### config.mk
export PLATFORM = sky130hd
export DESIGN_NAME = uart_rx_fifo
export DESIGN_NICKNAME = d
export VERILOG_FILES = /design/src/rtl/uart_rx_fifo.sv
export SDC_FILE = /design/constraint.sdc
export NUM_CORES = 1
export LEC_CHECK = 0
export ABC_AREA = 1
export ABC_CLOCK_PERIOD_IN_PS = 3400
export CAP_MARGIN = 20
export CORE_ASPECT_RATIO = 0.5
export CORE_MARGIN = 2
export CORE_UTILIZATION = 58
export DETAILED_ROUTE_END_ITERATION = 16
export PLACE_DENSITY = 0.84
export SLEW_MARGIN = 20
export SYNTH_ARGS = -nofsm -noshare
export SYNTH_HDL_FRONTEND = slang
export SYNTH_SLANG_ARGS = --single-unit
### constraint.sdc
create_clock -name clk -period 3.4 [get_ports clk]
set_input_delay 0.34 -clock clk [delete_from_list [all_inputs] [get_ports clk]]
set_output_delay 0.34 -clock clk [all_outputs]
set_load 0.02 [all_outputs]
### src/rtl/uart_rx_fifo.sv
// UART receiver with mid-bit 3-sample majority voting, optional parity,
// one or two stop bits, and a small FIFO of {data, perr, ferr} entries
// drained through a valid/ready pop port.
module uart_rx_fifo #(
  parameter int CLOCK_FREQ = 100000000,
  parameter int BAUD_RATE  = 9600,
  parameter int OVERSAMPLE = 16,
  parameter int DATA_BITS  = 8,
  parameter int PARITY     = 0,
  parameter int STOP_BITS  = 1,
  parameter int FIFO_DEPTH = 4
) (
  input  logic                          clk,
  input  logic                          reset_n,
  input  logic                          rx,
  output logic [DATA_BITS-1:0]          rx_data,
  output logic                          rx_perr,
  output logic                          rx_ferr,
  output logic                          rx_valid,
  input  logic                          rx_ready,
  output logic [$clog2(FIFO_DEPTH):0]   fifo_count,
  output logic                          overrun,
  input  logic                          overrun_clr
);

  localparam int TICK_DIV = CLOCK_FREQ / (BAUD_RATE * OVERSAMPLE);
  localparam int DW       = (TICK_DIV > 1) ? $clog2(TICK_DIV) : 1;
  localparam int SW       = $clog2(OVERSAMPLE);
  localparam int M        = OVERSAMPLE / 2;
  localparam int BW       = $clog2(DATA_BITS + 1);
  localparam int AW       = $clog2(FIFO_DEPTH);
  localparam int CW       = AW + 1;

  typedef struct packed {
    logic [DATA_BITS-1:0] data;
    logic                 perr;
    logic                 ferr;
  } entry_t;

  typedef enum logic [2:0] {S_IDLE, S_START, S_DATA, S_PAR, S_STOP} state_t;

  logic          rx_m, rx_s;
  logic [DW-1:0] div_cnt;
  logic          tick;
  state_t        state;
  logic [SW-1:0] scnt;
  logic [BW-1:0] bcnt;
  logic          s0, s1, vote, mid, bit_end;
  logic [DATA_BITS-1:0] shreg;
  logic          perr_r, ferr_r, brk_wait;
  logic          push;
  entry_t        push_e;

  // Two-flop synchroniser; resets high so the idle line is not seen as a start
  always_ff @(posedge clk or negedge reset_n) begin
    if (!reset_n) begin
      rx_m <= 1'b1;
      rx_s <= 1'b1;
    end else begin
      rx_m <= rx;
      rx_s <= rx_m;
    end
  end

  // Free-running sample-tick divider, never re-phased by the line
  always_ff @(posedge clk or negedge reset_n) begin
    if (!reset_n) begin
      div_cnt <= '0;
      tick    <= 1'b0;
    end else if (div_cnt == DW'(TICK_DIV - 1)) begin
      div_cnt <= '0;
      tick    <= 1'b1;
    end else begin
      div_cnt <= div_cnt + 1'b1;
      tick    <= 1'b0;
    end
  end

  // s0/s1 hold samples M-1 and M; rx_s is sample M+1 at the decision tick
  assign vote    = (s0 & s1) | (s0 & rx_s) | (s1 & rx_s);
  assign mid     = (scnt == SW'(M + 1));
  assign bit_end = (scnt == SW'(OVERSAMPLE - 1));

  // Frame FSM: start qualification, data shift, parity, stop, push
  always_ff @(posedge clk or negedge reset_n) begin
    if (!reset_n) begin
      state    <= S_IDLE;
      scnt     <= '0;
      bcnt     <= '0;
      s0       <= 1'b1;
      s1       <= 1'b1;
      shreg    <= '0;
      perr_r   <= 1'b0;
      ferr_r   <= 1'b0;
      brk_wait <= 1'b0;
      push     <= 1'b0;
      push_e   <= '0;
    end else begin
      push <= 1'b0;
      if (tick) begin
        if (state != S_IDLE) begin
          scnt <= bit_end ? '0 : scnt + 1'b1;
          if (scnt == SW'(M - 1)) s0 <= rx_s;
          if (scnt == SW'(M))     s1 <= rx_s;
        end
        case (state)
          S_IDLE: begin
            if (brk_wait) begin
              if (rx_s) brk_wait <= 1'b0;
            end else if (!rx_s) begin
              state  <= S_START;
              scnt   <= '0;
              bcnt   <= '0;
              perr_r <= 1'b0;
              ferr_r <= 1'b0;
            end
          end
          S_START: begin
            if (mid && vote) state <= S_IDLE;
            else if (bit_end) state <= S_DATA;
          end
          S_DATA: begin
            if (mid) shreg <= {vote, shreg[DATA_BITS-1:1]};
            if (bit_end) begin
              if (bcnt == BW'(DATA_BITS - 1)) begin
                bcnt  <= '0;
                state <= (PARITY != 0) ? S_PAR : S_STOP;
              end else begin
                bcnt <= bcnt + 1'b1;
              end
            end
          end
          S_PAR: begin
            if (mid) perr_r <= (PARITY == 1) ? ~(^shreg ^ vote) : (^shreg ^ vote);
            if (bit_end) state <= S_STOP;
          end
          S_STOP: begin
            if (mid) begin
              if (bcnt == BW'(STOP_BITS - 1)) begin
                push     <= 1'b1;
                push_e   <= {shreg, perr_r, ferr_r | ~vote};
                brk_wait <= (shreg == '0) && !vote;
                state    <= S_IDLE;
              end else begin
                ferr_r <= ferr_r | ~vote;
              end
            end
            if (bit_end) bcnt <= bcnt + 1'b1;
          end
          default: state <= S_IDLE;
        endcase
      end
    end
  end

  // FIFO control
  entry_t        mem [FIFO_DEPTH];
  logic [AW-1:0] wptr, rptr, rptr_n;
  logic [CW-1:0] cnt_n;
  logic          do_pop, do_push;
  entry_t        head_n;

  assign do_pop  = rx_valid && rx_ready;
  assign do_push = push && ((fifo_count != CW'(FIFO_DEPTH)) || do_pop);
  assign rptr_n  = rptr + AW'(do_pop);
  assign cnt_n   = fifo_count + CW'(do_push) - CW'(do_pop);

  // Next head: bypass the incoming entry when it lands on an empty slot
  always_comb begin
    head_n = mem[rptr_n];
    if (do_push && (rptr_n == wptr)) head_n = push_e;
    if (cnt_n == '0) head_n = '0;
  end

  // Storage array, write-only on accepted pushes
  always_ff @(posedge clk) begin
    if (do_push) mem[wptr] <= push_e;
  end

  // Pointers, occupancy, registered head and sticky overrun
  always_ff @(posedge clk or negedge reset_n) begin
    if (!reset_n) begin
      wptr       <= '0;
      rptr       <= '0;
      fifo_count <= '0;
      rx_valid   <= 1'b0;
      rx_data    <= '0;
      rx_perr    <= 1'b0;
      rx_ferr    <= 1'b0;
      overrun    <= 1'b0;
    end else begin
      if (do_push) wptr <= wptr + 1'b1;
      rptr       <= rptr_n;
      fifo_count <= cnt_n;
      rx_valid   <= (cnt_n != '0);
      rx_data    <= head_n.data;
      rx_perr    <= head_n.perr;
      rx_ferr    <= head_n.ferr;
      if (push && !do_push) overrun <= 1'b1;
      else if (overrun_clr) overrun <= 1'b0;
    end
  end

endmodule

## Word level (Yosys, flattened, before mapping)

Memory sizes are Yosys's and may differ from the RTL's.
Index checks and enable logic that the tools add are counted.

| cells by class | value |
|---|---|
| $add $sub $neg | 7 |
| equality and inequality tests | 23 |
| multiplexer cells | 45 |
| bitwise logic cells | 8 |
| reduce and logical (&&, ||, !) cells | 29 |

Operator list:

| cell | number |
|---|---|
| two-way mux 4 bit | 10 |
| two-way mux 10 bit | 3 |
| two-way mux 3 bit | 9 |
| inequality test 2 bit, second input constant | 10 |
| two-way mux 1 bit | 18 |
| one-hot mux 3 bit (5 select lines) | 1 |
| equality test 4 bit, second input constant | 3 |
| one-hot mux 4 bit (3 select lines) | 1 |
| AND reduction 6 bit | 2 |
| adder 10 x 1 -> 10 bit, second input constant | 1 |
| equality test 10 bit, second input constant | 1 |
| AND reduction 3 bit | 3 |
| AND reduction 9 bit | 1 |
| nonzero test 3 bit | 3 |
| adder 4 x 1 -> 4 bit, second input constant | 2 |
| equality test 4 x 3 -> 1 bit, second input constant | 2 |
| logical NOT 8 bit | 1 |
| AND reduction 4 bit | 2 |
| XOR reduction 8 bit | 1 |
| equality test 3 x 2 -> 1 bit, second input constant | 2 |
| logical AND 1 bit | 6 |
| logical NOT 3 bit | 2 |
| inequality test 3 bit, second input constant | 2 |
| one-hot mux 1 bit (2 select lines) | 3 |
| 16 further kinds | 23 |

| word-level totals | value |
|---|---|
| bits in registers | 67 |
| RAM bits | 40 |
| memories kept | 1 |

Memories:

| memory | words | bits a word | rd ports | clocked after memory_dff | wr ports | RTL line | text |
|---|---|---|---|---|---|---|---|
| mem | 4 | 10 | 1 | 0 | 1 | 157 | `entry_t mem [FIFO_DEPTH];` |

## Logic depth before layout (Yosys ltp)

Gate-level depths: netlist (run 1).

| depth | value |
|---|---|
| word-level depth | 8 |
| gate-level depth with buffers | 12 |
| mapped depth without buffers | 11 |

## Least setup slack after synthesis (run 1)

OpenSTA, ideal clock, no wires.

| timing | value |
|---|---|
| path type | register -> register |
| start | register fifo_count[1] |
| end | register rx_data[0] |
| setup time | 0.118 ns |
| arrival | 2.210 ns |
| data required time | 3.282 ns |
| path slack | 1.072 ns |
| stages on the path, launching flop included | 13 |
| clock period less this slack | 2.328 ns |
| cells stage by stage | dfrtp_1 > nor2_1 > nand3_1 > nand2_1 > ha_1 > inv_1 > ha_1 > fa_1 > xor2_1 > nand2_1 > buf_2 > nand2_1 > nor2_1 |

RTL lines:

| element | RTL line | text |
|---|---|---|
| start, declared | 21 | `output logic [$clog2(FIFO_DEPTH):0] fifo_count,` |
| start signal, assigned | 194 | `fifo_count <= cnt_n;` |
| end signal, assigned | 196 | `rx_data <= head_n.data;` |
| end, declared | 16 | `output logic [DATA_BITS-1:0] rx_data,` |

==> qor.txt, run 1 <==
Status: finished, final reports clean
Combinational Power Share: 0.305
Yosys warning count: 0
Initial Util: 0.613
CTS Buf Count: 9
Synth async-reset ratio: 0.626
Nets: 582
HPWL Detailed: 6270 um
Most common cell in the netlist: nand2_1
Critical path class: input pin to flop
Synth Register Bits: 107
Syn nets: 556
Area Overhead vs Synth: 12.7%
CP Launch Type: input pin
Pint: 2.48 mW
Worst Skew: 6.61 ps
Hold-fix buffer count after cts: 0
Sw frac: 0.332
Wirelength per Cell: 14.5 um
# setup viols final: 0
Synth top area share: 0.314
Clk root buf: clkbuf_16
RSZ-0062 raised after global routing: false
Avg Inst Size Synth: 9.45 sq um
Pin count of the biggest net entering global routing: 39
Flop pwr share: 0.401
Mapped cell area: 5020 sq um
Synth Area in Compound Gates: 0.0822
H-Tree Depth: 3
Max FO, Critical Path: 11
Die X: 136 um
Ys flop type: dfrtp_1
First-pass GRT wire length: 16500 um
RePlAce Congestion: 0.853
Total GRT Usage: 0.227
CORE AREA: 8200 sq um
Slew Limit Headroom: 0.486
Post-synthesis sequential area ratio: 0.574
Placed inst area: 5340 sq um
Worst-path clk slew: 70 ps
Simple-gate share of the synthesized area: 0.200
Commonest cells post-synth: nand2_1, nor2_1, inv_1, dfrtp_1, edfxtp_1
IO Pins: 20
GR Overflow Total: 0
Synth unique cells: 32
Dpl cells: 659
Number of flops mapped to enable cells by yosys: 40
Post-CTS Resized: 0
Dominant cell type by area after synthesis: dfrtp_1
DRT Pass-1 Iters: 5
Vias: 3559
Longest Clk Path Bufs: 2
Max-cap violation count: 0
Final Util: 0.690
CTS tree: done
Setup bufs post-CTS: 0
Max-slew violation count: 0
FP Rows: 23
CP Capture Type: flop
Psw: 1.23 mW
Synth area leaders: dfrtp_1, edfxtp_1, nand2_1
Vias/cell: 5.27
Share of cells above drive strength 1: 0.101
Vias in the first global route: 3473
Setup TNS Final: 0 ps
Part of the cycle the worst path needs: 0.813
VDD IR max: 0.556 mV
Critical Path Source: rx_ready
Fin. Hold Viols: 0
Synth Instances: 532
Worst-margin pin slew: 771 ps
# clock sinks: 107
Clock Latency Late Sink: 350 ps
Fin cells: 675
Post-route cell area: 5660 sq um
Clock network fraction of design power: 0.294
PortBufs: 19
Required @ worst endpoint: 3640 ps
Xor-xnor portion of the synthesized cell area: 0.0279
DIE AREA: 9470 sq um
Final Critical Period: 2760 ps
Fmax: 362 MHz
Die Ht: 69.8 um
Multiplexer area fraction after synthesis: 0
Antenna violations before repair: 0
Detailed-route DRC error count: 0
Leakage power: 2.64 nW
Crit path DAT: 3010 ps
ANT cells: 0
PD cells: 655 nW/um^2
Worst r2r src: fifo_count[1]$_DFF_PN0_
Worst hold-check path type: input pin to asynchronous set/reset pin
Post-Synth Adder-Cell Area: 0.0488
DRT iter0 DRCs: 281
Detail Route Antenna Nets: 0
DRT Wirelength: 9790 um
Largest family of logic cells by synthesized area: simple AND/OR/NAND/NOR gates
## cells by family after synthesis
kind of cell             Yosys count
AND/OR/NAND/NOR                  234
AO/OA/AOI/OAI                     72
XOR/XNOR                          16
adder cells (fa/ha/maj)           19
flip-flops                       107
buffers and inverters             84
## per-stage QoR
stage                     hold WS (ps)  worst slack (ps)  total power, mW
after floorplan                   44.4              1070             2.22
after global placement             346               555             2.54
after detailed placement           348               422             2.60
after CTS                         46.6               720             3.71
after global routing              76.3               541             3.90
final                             25.2               635             3.71
## sequential cells by signal (all words and copies together), names as in the netlist, 2 cells and up
signal	flops
mem	40
wptr	2
rptr	2
shreg	8
bcnt	4
div_cnt	10
scnt	4
fifo_count	3
rx_data	8
push_e	10
state	3
## final cells by class
| class | count | area (sq um) |
|---|---|---|
| Inverter | 72 | 270 |
| Tap cell | 112 | 140 |
| Clock inverter | 6 | 78.8 |
| Timing Repair Buffer | 27 | 245 |
| Clock buffer | 10 | 239 |
| Multi-Input combinational cell | 341 | 1810 |
| Fill cell | 602 | 2540 |
| Sequential cell | 107 | 2880 |
## layer usage
metal  part of all wire  global-route usage  up-vias
li1                   -                   -     1750
met2               0.49               0.377       98
met4              0.013              0.0475        0
met1               0.45               0.299     1701
met5                  0                   0        -
met3              0.051              0.0651       10
## power groups by stage
| stage | registers (mW) | clock network [mW] | logic (mW) |
|---|---|---|---|
| 4_1_cts | 1.49 | 1.11 | 1.11 |
| 3_3_place_gp | 1.51 | 0 | 1.03 |
| 3_5_place_dp | 1.51 | 0 | 1.09 |
| 2_1_floorplan | 1.60 | 0 | 0.623 |
| 6_report | 1.49 | 1.09 | 1.13 |
| 5_1_grt | 1.49 | 1.17 | 1.24 |
## cells in the final DEF (no fill, tap or decap), types with 6 or more instances in the layout
cell             netlist  routed
nand3_1               25      25
inv_1                 71      71
a21oi_1               15      15
nand2_2                6       6
o21ai_0               35      35
dfrtp_1               63      63
nand2_1              104     104
o21ai_2                8       8
clkdlybuf4s50_1        0      18
o21ai_1                6       6
xor2_1                11      11
clkbuf_16              0       9
ha_1                  18      18
nor2_1                81      80
edfxtp_1              40      40
buf_4                  1       8
## worst max-delay path: stages
cell and delay (ps):
clkdlybuf4s50_1 450, nand2_1 60, nand3_1 130, nand2_1 210, ha_1 370, inv_1 50
ha_1 200, fa_1 390, xor2_1 250, nand2_1 310, nand2_1 180, nor2_1 60
## worst paths after layout
| path | to | slack (ps) | cells past startpoint |
|---|---|---|---|
| max reg2reg | rx_data[6]$_DFF_PN0_ | 690 | 11 |
| max | rx_data[6]$_DFF_PN0_ | 640 | 12 |
| min in group clk | rx_s$_DFF_PN1_ | 360 | 0 |
| min reg2reg | rx_s$_DFF_PN1_ | 360 | 0 |
| max in group asynchronous | fifo_count[2]$_DFF_PN0_ | 2420 | 2 |
| min | state[1]$_DFFE_PN0P_ | 30 | 1 |
No activity file was read; power rests on OpenSTA's default activity.
==> run 2, diff against run 1 <==
- ABC_CLOCK_PERIOD_IN_PS: 3400 -> 2700
- clock period: 3.4 -> 2.7 ns (I/O delays scaled with it)
==> run 2 against run 1 <==
Worst hold slack better by 43 ps. Clock power up 19%. Register-to-register slack worse by 390 ps. Sequential share of layout area down 0.067 points. Clock-buffer cell count down 1. Die area unchanged. Combinational power up 24%. Clock skew up 3.2 ps. Non-clock buffer count up 3. Largest cell class unchanged.
==> qor.txt, run 2 (synthesis gave the netlist of run 1 again) <==
DRT Wirelength: 9390 um (was 9790 um)
RSZ-0062 raised after global routing: false (unchanged)
Area Overhead vs Synth: 12.8% (was 12.7%)
Fin cells: 678 (was 675)
DIE AREA: 9470 sq um (unchanged)
Hold-fix buffer count after cts: 0 (unchanged)
ANT cells: 0 (unchanged)
Critical path class: flop to flop (was input pin to flop)
Pin count of the biggest net entering global routing: 68 (was 39)
GR Overflow Total: 0 (unchanged)
Worst hold-check path type: input pin to asynchronous set/reset pin (unchanged)
HPWL Detailed: 6130 um (was 6270 um)
Worst-margin pin slew: 850 ps (was 771 ps)
Leakage power: 2.64 nW (about the same)
Worst Skew: 9.80 ps (was 6.61 ps)
PD cells: 806 nW/um^2 (was 655 nW/um^2)
Die Ht: 69.8 um (unchanged)
Part of the cycle the worst path needs: 0.889
Required @ worst endpoint: 2980 ps (was 3640 ps)
# setup viols final: 0 (unchanged)
First-pass GRT wire length: 16100 um (was 16500 um)
Die X: 136 um (unchanged)
Commonest non-fill, non-tap cell in the layout: nand2_1 (unchanged)
Vias in the first global route: 3476 (was 3473)
Clock Latency Late Sink: 350 ps (about the same)
Crit path DAT: 2680 ps (was 3010 ps)
Biggest register: mem (unchanged)
Max FO, Critical Path: 11 (unchanged)
Max-cap violation count: 0 (unchanged)
Clk root buf: clkbuf_16 (unchanged)
Final Critical Period: 2400 ps
Most frequent cells in the layout: nand2_1, nor2_1, inv_1, dfrtp_1, edfxtp_1 (unchanged)
DRT Pass-1 Iters: 4 (was 5)
CORE AREA: 8200 sq um (unchanged)
Detail Route Antenna Nets: 0 (unchanged)
VDD IR max: 0.804 mV (was 0.556 mV)
Post-CTS Resized: 0 (unchanged)
DRT iter0 DRCs: 258 (was 281)
RePlAce Congestion: 0.874 (was 0.853)
FP Rows: 23 (unchanged)
Setup TNS Final: 0 ps (unchanged)
Initial Util: 0.613 (unchanged)
Fin. Hold Viols: 0 (unchanged)
Slew Limit Headroom: 0.433 (was 0.486)
Max-slew violation count: 0 (unchanged)
Antenna violations before repair: 0 (unchanged)
Dpl cells: 662 (was 659)
Nets: 585 (was 582)
CTS Buf Count: 9 (unchanged)
Final Util: 0.691 (was 0.690)
CP Capture Type: flop (unchanged)
Longest Clk Path Bufs: 2 (unchanged)
Share of cells above drive strength 1: 0.104 (was 0.101)
CTS tree: done (unchanged)
Setup bufs post-CTS: 0 (unchanged)
H-Tree Depth: 3 (unchanged)
Detailed-route DRC error count: 0 (unchanged)
Max reg flops: 40 (unchanged)
# clock sinks: 107 (unchanged)
Wirelength per Cell: 13.9 um (was 14.5 um)
Worst-path clk slew: 80 ps (was 70 ps)
Fmax: 417 MHz
Regs by FF count: mem (40), div_cnt (10), push_e (10) (unchanged)
IO Pins: 20 (unchanged)
Register area: 2880 sq um (unchanged)
Status: finished, final reports clean (unchanged)
PortBufs: 19 (unchanged)
Total GRT Usage: 0.219 (was 0.227)
Final total power: 4.57 mW (was 3.71 mW)
CP Launch Type: flop (was input pin)
Vias: 3549 (was 3559)
Fillers: 615 (was 602)
Vias/cell: 5.23 (was 5.27)
Multi-input combinational cell area: 1800 sq um (was 1810 sq um)
[run 2: cell types whose count changed in the layout (fill, tap and decap cells not counted)]
cell	change
buf_4	+3
clkinv_8	+2
bufinv_16	-1
clkbuf_8	-1
clkinv_4	-1
clkinvlp_4	+1
nor2_1	+1
nor2_2	-1
[run 2: critical path, stage by stage, from the launching register on]
cell and delay, ps:
dfrtp_1 410, nor2_1 70, nand3_1 100, nand2_1 80, ha_1 280, inv_1 40
ha_1 180, fa_1 390, xor2_1 180, nand2_1 330, nand2_1 120, nor2_1 140
[run 2: stage by stage]
step	cell area, sq um	hold WS, ps	setup slack, ps
2_1_floorplan	5020	-25.6	372
3_3_place_gp	5360	346	102
3_5_place_dp	5360	347	-39.3
4_1_cts	5670	134	285
5_1_grt	5670	187	70.6
6_report	5670	67.8	300
[run 2: layout make-up]
type | instances | area share
Clock buffer | 9 | 0.0397
Clock inverter | 7 | 0.0141
Inverter | 72 | 0.0477
Multi-Input combinational cell | 341 | 0.318
Sequential cell | 107 | 0.508
Tap cell | 112 | 0.0247
Timing Repair Buffer | 30 | 0.0472
[run 2: power by group]
part	switching, mW	internal (mW)
sequential	0.0600	1.81
combinational	0.852	0.553
clock	0.637	0.659
[run 2: worst paths after layout]
path	startpoint	endpoint	slack (ps)	cells past startpoint
setup reg to reg	fifo_count[1]$_DFF_PN0_	rx_data[7]$_DFF_PN0_	300	11
min in group clk	rx	rx_m$_DFF_PN1_	330	1
setup / recovery	fifo_count[1]$_DFF_PN0_	rx_data[7]$_DFF_PN0_	300	11
hold reg to reg	rx_m$_DFF_PN1_	rx_s$_DFF_PN1_	360	0
hold / removal	reset_n	scnt[3]$_DFFE_PN0P_	70	2
max in group asynchronous	reset_n	div_cnt[0]$_DFF_PN0_	2040	2
[run 2: metal layers]
layer  routed length, um  GRT usage
met1                4080      0.278
met2                4690      0.361
met3                 498     0.0585
met4                 127     0.0845
met5                   0          0
==> run 3, diff against run 2 <==
- CAP_MARGIN: 20 -> 5
- CELL_PAD_IN_SITES_DETAIL_PLACEMENT: not set -> 2
- CELL_PAD_IN_SITES_GLOBAL_PLACEMENT: not set -> 2
- CORE_UTILIZATION: 58 -> 39
- PLACE_DENSITY: 0.84 -> 0.86
==> run 3 against run 2 <==
Flip-flop and latch count is the same. Wire length grew 68%. Register-to-register slack lost 60 ps. Critical path depth grew 1. Via count grew 9.3%. Die area grew 46%. Sequential power is essentially flat.
==> qor.txt, run 3 (synthesis gave the netlist of run 1 again) <==
Metal3 WL: 439 um (was 498 um)
Required @ worst endpoint: 2950 ps (was 2980 ps)
ANT cells: 0 (unchanged)
Worst Skew: 12.4 ps (was 9.80 ps)
CP Launch Type: flop (unchanged)
PortBufs: 19 (unchanged)
Fillers: 1341 (was 615)
Part of the cycle the worst path needs: 0.911 (was 0.889)
CTS Buf Count: 9 (unchanged)
Vias in the first global route: 4453 (was 3476)
DRT Pass-1 Iters: 4 (unchanged)
DRT iter0 DRCs: 293 (was 258)
Pin count of the biggest net entering global routing: 68 (unchanged)
Setup TNS Final: 0 ps (unchanged)
Worst-margin pin slew: 903 ps (was 850 ps)
Final Critical Period: 2460 ps (was 2400 ps)
CTS tree: done (unchanged)
Dpl ws: -47.1 ps (was -39.3 ps)
Fmax: 407 MHz (was 417 MHz)
Worst-path clk slew: 90 ps (was 80 ps)
DRT Wirelength: 15800 um (was 9390 um)
Max-cap violation count: 0 (unchanged)
Hold WS: 16.5 ps (was 67.8 ps)
Share of cells above drive strength 1: 0.104 (unchanged)
DIE AREA: 13900 sq um (was 9470 sq um)
H-Tree Depth: 3 (unchanged)
Total GRT Usage: 0.241 (was 0.219)
CP Capture Type: flop (unchanged)
Wirelength per Cell: 21.5 um (was 13.9 um)
Post-CTS Resized: 0 (unchanged)
GR Overflow Total: 0 (unchanged)
Worst hold-check path type: input pin to asynchronous set/reset pin (unchanged)
Crit path DAT: 2710 ps (was 2680 ps)
Area Overhead vs Synth: 14.5% (was 12.8%)
Top layer used by detailed routing: met4 (unchanged)
Clk root buf: clkbuf_16 (unchanged)
Detailed-route DRC error count: 0 (unchanged)
Multi-input combinational cell area: 1800 sq um (unchanged)
Wl on met1: 6600 um (was 4080 um)
Regs by FF count: mem (40), div_cnt (10), push_e (10) (unchanged)
Vias/cell: 5.27 (was 5.23)
Max-slew violation count: 0 (unchanged)
Die Ht: 84.3 um (was 69.8 um)
First-pass GRT wire length: 25100 um (was 16100 um)
Max FO, Critical Path: 11 (unchanged)
FP Rows: 29 (was 23)
Most frequent cells in the layout: nand2_1, nor2_1, inv_1, dfrtp_1, edfxtp_1 (unchanged)
Clock Latency Late Sink: 360 ps (was 350 ps)
Met2 WL: 8360 um (was 4690 um)
Fin. Hold Viols: 0 (unchanged)
Initial Util: 0.398 (was 0.613)
Detail Route Antenna Nets: 0 (unchanged)
Antenna violations before repair: 0 (unchanged)
Nets: 585 (unchanged)
IO Pins: 20 (unchanged)
Critical path class: flop to flop (unchanged)
Hold-fix buffer count after cts: 0 (unchanged)
Vias: 3880 (was 3549)
Final Util: 0.456 (was 0.691)
Max reg flops: 40 (unchanged)
Leakage power: 2.65 nW (was 2.64 nW)
Register area: 2880 sq um (unchanged)
Biggest register: mem (unchanged)
Slew Limit Headroom: 0.398 (was 0.433)
Final setup margin: 240 ps (was 300 ps)
RePlAce Congestion: 0.740 (was 0.874)
Commonest non-fill, non-tap cell in the layout: nand2_1 (unchanged)
# clock sinks: 107 (unchanged)
Setup bufs post-CTS: 0 (unchanged)
Status: finished, final reports clean (unchanged)
HPWL Detailed: 9150 um (was 6130 um)
Die X: 165 um (was 136 um)
PD cells: 850 nW/um^2 (was 806 nW/um^2)
CORE AREA: 12600 sq um (was 8200 sq um)
RSZ-0062 raised after global routing: false (unchanged)
Longest Clk Path Bufs: 2 (unchanged)
# setup viols final: 0 (unchanged)
VDD IR max: 0.404 mV (was 0.804 mV)
run 3: changes by cell type in the layout (fill, tap and decap cells not counted):
cell,delta
buf_4,+1
buf_2,-1
clkinvlp_4,-1
clkinv_8,+1
run 3: where the power goes:
part	internal (mW)	switching [mW]
Sequential	1.81	0.0707
Clock	0.670	0.703
Combinational	0.577	1.06
Total	3.05	1.84
run 3: metrics by stage:
step,cell area [sq um],std cells,power [mW]
detailed placement,5440,720,3.42
floorplan,5020,532,2.80
global route,5750,736,5.12
global placement,5440,720,3.29
CTS,5750,736,4.93
finish,5750,736,4.89
run 3: cell type report:
type / instances / area share
multi-input cells: 341 / 0.313
clock buffers: 9 / 0.0391
well taps: 170 / 0.0370
repair buffers: 30 / 0.0470
flip-flops and latches: 107 / 0.501
inverters: 72 / 0.0470
clock inverters: 7 / 0.0154
run 3: path summary, 6_finish.rpt:
check	cells past startpoint	from	slack (ps)	endpoint
max	12	fifo_count[1]$_DFF_PN0_	240	rx_data[2]$_DFF_PN0_
min	1	reset_n	20	div_cnt[3]$_DFF_PN0_
max reg2reg	12	fifo_count[1]$_DFF_PN0_	240	rx_data[2]$_DFF_PN0_
min reg2reg	0	rx_m$_DFF_PN1_	360	rx_s$_DFF_PN1_
max in group asynchronous	1	reset_n	2070	rx_data[0]$_DFF_PN0_
min in group clk	1	rx	320	rx_m$_DFF_PN1_
run 3: layer usage:
layer,global-route usage,vias to the layer above
met3,0.0395,29
met1,0.291,2023
li1,-,1756
met2,0.441,72
met5,0,-
met4,0.0767,0
run 3: critical path, stage by stage (launching register included):
cell	delay, ps
dfrtp_1	430
nor2_1	150
nand3_1	150
nand2_1	120
ha_1	230
inv_1	60
ha_1	170
fa_1	470
nor2_1	140
nand2_1	70
buf_4	200
nand2_1	100
nor2_1	60
